==> config.mk <==
export PLATFORM = sky130hd
export DESIGN_NAME = mpsoc_wb_spram_master
export DESIGN_NICKNAME = d
export VERILOG_FILES = /design/src/rtl/mpsoc_wb_pkg.sv /design/src/rtl/mpsoc_wb_spram_master.sv
export SDC_FILE = /design/constraint.sdc
export NUM_CORES = 1
export LEC_CHECK = 0
export ABC_AREA = 1
export CAP_MARGIN = 20
export CORE_UTILIZATION = 44
export CTS_BUF_LIST = sky130_fd_sc_hd__clkbuf_8
export DETAILED_ROUTE_END_ITERATION = 10
export PLACE_DENSITY = 0.95
export REMOVE_ABC_BUFFERS = 1
export SLEW_MARGIN = 20
export SYNTH_ARGS = -nofsm -noshare
export SYNTH_HDL_FRONTEND = slang
export SYNTH_SLANG_ARGS = --single-unit
==> constraint.sdc <==
create_clock -name wb_clk_i -period 3.5 [get_ports wb_clk_i]
set_input_delay 0.35 -clock wb_clk_i [delete_from_list [all_inputs] [get_ports wb_clk_i]]
set_output_delay 0.35 -clock wb_clk_i [all_outputs]
set_load 0.02 [all_outputs]
==> src/rtl/mpsoc_wb_pkg.sv <==
// Wishbone B3 cycle-type constants and master FSM state encoding.
// The same constants are used by mpsoc_wb_spram.
package mpsoc_wb_pkg;
  localparam logic [2:0] CTI_CLASSIC = 3'b000;
  localparam logic [2:0] CTI_INCR    = 3'b010;
  localparam logic [2:0] CTI_EOB     = 3'b111;
  localparam logic [1:0] BTE_LINEAR  = 2'b00;

  typedef logic [1:0] wbm_state_t;
  localparam wbm_state_t ST_IDLE = 2'd0;
  localparam wbm_state_t ST_BUS  = 2'd1;
  localparam wbm_state_t ST_RESP = 2'd2;
endpackage

==> src/rtl/mpsoc_wb_spram_master.sv <==
// Wishbone B3 initiator: turns one command into a classic or incrementing-burst cycle,
// streaming write data in and read data out, with one response pulse per command.
module mpsoc_wb_spram_master
  import mpsoc_wb_pkg::*;
#(
  parameter int DW        = 32,
  parameter int AW        = 8,
  parameter int MAX_BURST = 16,
  parameter int TIMEOUT   = 256,
  localparam int LW = $clog2(MAX_BURST),
  localparam int SW = DW / 8,
  localparam int TW = $clog2(TIMEOUT + 1)
) (
  input  logic          wb_clk_i,
  input  logic          wb_rst_i,
  input  logic          cmd_valid,
  output logic          cmd_ready,
  input  logic [AW-1:0] cmd_adr,
  input  logic          cmd_we,
  input  logic [SW-1:0] cmd_sel,
  input  logic [LW-1:0] cmd_len,
  input  logic [DW-1:0] wr_data,
  input  logic          wr_valid,
  output logic          wr_ready,
  output logic [DW-1:0] rd_data,
  output logic          rd_valid,
  output logic          rsp_valid,
  output logic          rsp_err,
  output logic [AW-1:0] wb_adr_o,
  output logic [DW-1:0] wb_dat_o,
  output logic [SW-1:0] wb_sel_o,
  output logic          wb_we_o,
  output logic [1:0]    wb_bte_o,
  output logic [2:0]    wb_cti_o,
  output logic          wb_cyc_o,
  output logic          wb_stb_o,
  input  logic          wb_ack_i,
  input  logic          wb_err_i,
  input  logic [DW-1:0] wb_dat_i
);

  wbm_state_t    state_q, state_d;
  logic [AW-1:0] adr_q, adr_d;
  logic          we_q, we_d;
  logic [SW-1:0] sel_q, sel_d;
  logic [LW-1:0] len_q, len_d;
  logic [LW:0]   rem_q, rem_d;
  logic [TW-1:0] tmo_q, tmo_d;
  logic          err_q, err_d;
  logic [DW-1:0] rd_data_q, rd_data_d;
  logic          rd_valid_q, rd_valid_d;

  logic in_bus, hs, beat_ok, beat_err, tmo_hit, last_beat;

  assign in_bus    = (state_q == ST_BUS);
  assign last_beat = (rem_q == (LW+1)'(1));
  // Writes stall the strobe (not the cycle) while the data stream is empty.
  assign hs        = in_bus & (~we_q | wr_valid);
  assign beat_err  = hs & wb_err_i;
  assign beat_ok   = hs & wb_ack_i & ~wb_err_i;
  assign tmo_hit   = hs & ~wb_ack_i & ~wb_err_i & (tmo_q == TW'(TIMEOUT - 1));

  assign cmd_ready = (state_q == ST_IDLE);
  assign wr_ready  = beat_ok & we_q;
  assign rd_data   = rd_data_q;
  assign rd_valid  = rd_valid_q;
  assign rsp_valid = (state_q == ST_RESP);
  assign rsp_err   = (state_q == ST_RESP) & err_q;

  assign wb_cyc_o  = in_bus;
  assign wb_stb_o  = hs;
  assign wb_adr_o  = in_bus ? adr_q : '0;
  assign wb_sel_o  = in_bus ? sel_q : '0;
  assign wb_we_o   = in_bus & we_q;
  assign wb_dat_o  = (in_bus & we_q) ? wr_data : '0;
  assign wb_bte_o  = BTE_LINEAR;
  assign wb_cti_o  = !in_bus            ? CTI_CLASSIC :
                     (len_q == '0)      ? CTI_CLASSIC :
                     last_beat          ? CTI_EOB     : CTI_INCR;

  always_comb begin
    state_d    = state_q;
    adr_d      = adr_q;
    we_d       = we_q;
    sel_d      = sel_q;
    len_d      = len_q;
    rem_d      = rem_q;
    tmo_d      = tmo_q;
    err_d      = err_q;
    rd_data_d  = rd_data_q;
    rd_valid_d = beat_ok & ~we_q;
    if (beat_ok & ~we_q) rd_data_d = wb_dat_i;
    case (state_q)
      ST_IDLE: begin
        if (cmd_valid) begin
          state_d = ST_BUS;
          adr_d   = cmd_adr;
          we_d    = cmd_we;
          sel_d   = cmd_sel;
          len_d   = cmd_len;
          rem_d   = {1'b0, cmd_len} + (LW+1)'(1);
          tmo_d   = '0;
          err_d   = 1'b0;
        end
      end
      ST_BUS: begin
        // Error outranks a simultaneous ack; remaining beats are dropped.
        if (beat_err | tmo_hit) begin
          state_d = ST_RESP;
          err_d   = 1'b1;
        end else if (beat_ok) begin
          adr_d = adr_q + AW'(1);
          rem_d = rem_q - (LW+1)'(1);
          tmo_d = '0;
          if (last_beat) state_d = ST_RESP;
        end else if (hs) begin
          tmo_d = tmo_q + TW'(1);
        end
      end
      ST_RESP: state_d = ST_IDLE;
      default: state_d = ST_IDLE;
    endcase
  end

  always_ff @(posedge wb_clk_i) begin
    if (wb_rst_i) begin
      state_q    <= ST_IDLE;
      rem_q      <= '0;
      tmo_q      <= '0;
      err_q      <= 1'b0;
      rd_valid_q <= 1'b0;
      rd_data_q  <= '0;
    end else begin
      state_q    <= state_d;
      rem_q      <= rem_d;
      tmo_q      <= tmo_d;
      err_q      <= err_d;
      rd_valid_q <= rd_valid_d;
      rd_data_q  <= rd_data_d;
    end
    adr_q <= adr_d;
    we_q  <= we_d;
    sel_q <= sel_d;
    len_q <= len_d;
  end

endmodule

==> run summary <==
status: completed
commonest non-fill, non-tap cells in the layout: 173 x clkdlybuf4s50_1, 138 x nor2_1, 83 x inv_1
area grow syn2layout: 57.4%
CTS tree: yes
Final period util: 83.4%
clock transition at the registers of the reported paths: 0.07 ns
crit path time final: 2.92 ns
initial antenna violation count: 0
CTS H-tree lvls: 3
gr usage total: 24.6%
final worst slack: 0.581 ns
die area: 7870 µm²
Diodes inserted: 0
drt drc: 0
clk_skew: 0.00781 ns
total CTS buffers: 9
largest net degree at the start of global routing: 38
fmax: 343 MHz
power per cell area: 363 nW/µm²
CTS resizes: 0
Highest Signal Layer: met4
crit end category: output port
synth unique cells: 33
post-synthesis sequential area ratio: 45.7%
CTS hold repair buffers: 0
die width: 88.7 µm
Clock Latency Late Sink: 0.33 ns
synthesized area: 3310 µm²
Critical R2R Launch: tmo_q[0]
nets: 727
crit-path cells: inv_1, nand2_4, nor2_1, inv_1, nor2_1, clkdlybuf4s50_1
syn avg cell area: 7.04 µm²
Fin. Hold Viols: 0
Avg WL per Cell: 13.2 µm
Syn. warnings: 0
setup TNS: 0 ns
hold path start: tmo_q[8]
HP Class: reg2reg
DP Area: 5050 µm²
worst endpoint data arrival time: 2.57 ns
GPL Wtd Cong: 0.881
Routed WL: 9770 µm
Worst EP required: 3.15 ns
Post-DRT Antenna Nets: 0
Core ar.: 7250 µm²
cell family with most CP delay: buffers and inverters
Slowest-stage cell, CP: inv_1
Cells after Synth: 470
post-CTS setup buffer count: 0
clk sinks: 67
DR vias: 3570
Setup violations, final: 0
pre-CTS WS: 0.917 ns
Die Ht: 88.7 µm
Yosys reg bits: 67
CTS root buffer: clkbuf_8
layout cells sized above 1: 3.60%
met3 wire length: 1160 µm
GR Overflow Total: 0
Worst Path Buf+Inv: 3
Critical path origin: state_q[1]
post-route cell area: 5210 µm²
Starting Density: 45.6%
RSZ-0062 raised after global routing: no
Post-synth EDFFs: 17
I/O pins: 176
Critical Path Start Type: flop
Post-synth ARST share: 0%
vias in the first global route: 3395
commonest non-fill, non-tap cell in the layout: clkdlybuf4s50_1
hold_ws: 0.479 ns
Leak: 0.00220 µW
Critical Path Fanout Max: 33
Worst-Margin Slew: 0.911 ns
routed wl met2: 4730 µm
max-slew violations: 0
global-route wire length before repair: 14700 µm
deepest clock path buffer count: 2
Max IR drop VDD: 0.000337 V
Crit Path Class: reg2out
port bufs: 173
Max transition margin: 39.2%
initial drt markers: 244
final core occ: 71.8%
dominant synthesized flop cell: dfxtp_1
Max Cap Viol: 0
row cnt: 31
wl on met1: 3510 µm
worst stage delay on the critical path: 0.68 ns
HPWL Detailed: 7610 µm
first drt pass iteration count: 5
vias per inst: 4.84
-- routing by layer --
| layer | vias to the layer above | GRT usage, % |
|---|---|---|
| met5 | - | 0 |
| met4 | 0 | 12.9 |
| met3 | 34 | 10.1 |
| met2 | 213 | 44.1 |
| met1 | 1557 | 24.2 |
| li1 | 1766 | - |
-- synthesized netlist by cell type, types with 2 or more instances --
library cell    n  area share (%)
inv_1          81             9.2
nand2_2         3            0.57
inv_2           2            0.23
buf_4           4            0.91
a21oi_1         7             1.1
ha_1            6             2.3
xor2_1          2            0.53
nand2_1        53             6.0
clkbuf_1        9             1.0
buf_2           3            0.45
nor2_1        138              16
nor3_1          2            0.30
dfxtp_1        50              30
o21ai_1         3            0.45
o21ai_0        48             7.3
buf_6           3             1.0
nand3_1        19             2.9
nand4_1         6             1.1
edfxtp_1       17              15
-- area by class of cell --
class	instances	area [µm²]
well taps	99	124
repair buffers	173	1730
inverters	83	312
fillers	513	2040
clock inverters	7	37.5
clock buffers	9	124
multi-input cells	300	1370
flip-flops and latches	67	1510
-- tightest hold or removal path, stage by stage, from the launching register on --
cell and delay (ns):
dfxtp_1 0.32, nand2_1 0.06, a21oi_1 0.06
-- logic make-up after synthesis --
family          count (synthesis)  synth area share (%)
xor+xnor                        3                 0.794
buf+inv                       104                  13.1
simple gates                  226                  28.1
other cells                     1                 0.113
compound gates                 63                  9.98
flops                          67                  45.7
fa+ha+maj                       6                  2.27
-- per-stage QoR --
| step | total power (µW) | instances |
|---|---|---|
| after floorplan | 1120 | 450 |
| after global placement | 1350 | 722 |
| after CTS | 1900 | 738 |
| final | 1890 | 738 |
| after global routing | 1980 | 738 |
| after detailed placement | 1370 | 722 |
-- path summary, 6_finish.rpt --
path,endpoint,slack [ns],cells after the start
max,wb_dat_o[29],0.58,6
min,tmo_q[8],0.48,2
max reg2reg,tmo_q[2],1.15,14
min reg2reg,tmo_q[8],0.48,2
-- report_power, final --
group	internal (µW)	switching, µW	total, µW
sequential	846	28.1	874
clock	248	288	536
combinational	221	262	483
-- state kept, by name, indices dropped and copies added (netlist names) --
signal and cells:
we_q 1, len_q 4, rd_valid 1, err_q 1, rem_q 5, sel_q 4, rd_data 32, tmo_q 9
state_q 2, adr_q 8
Power figures use the tool's default switching activity.
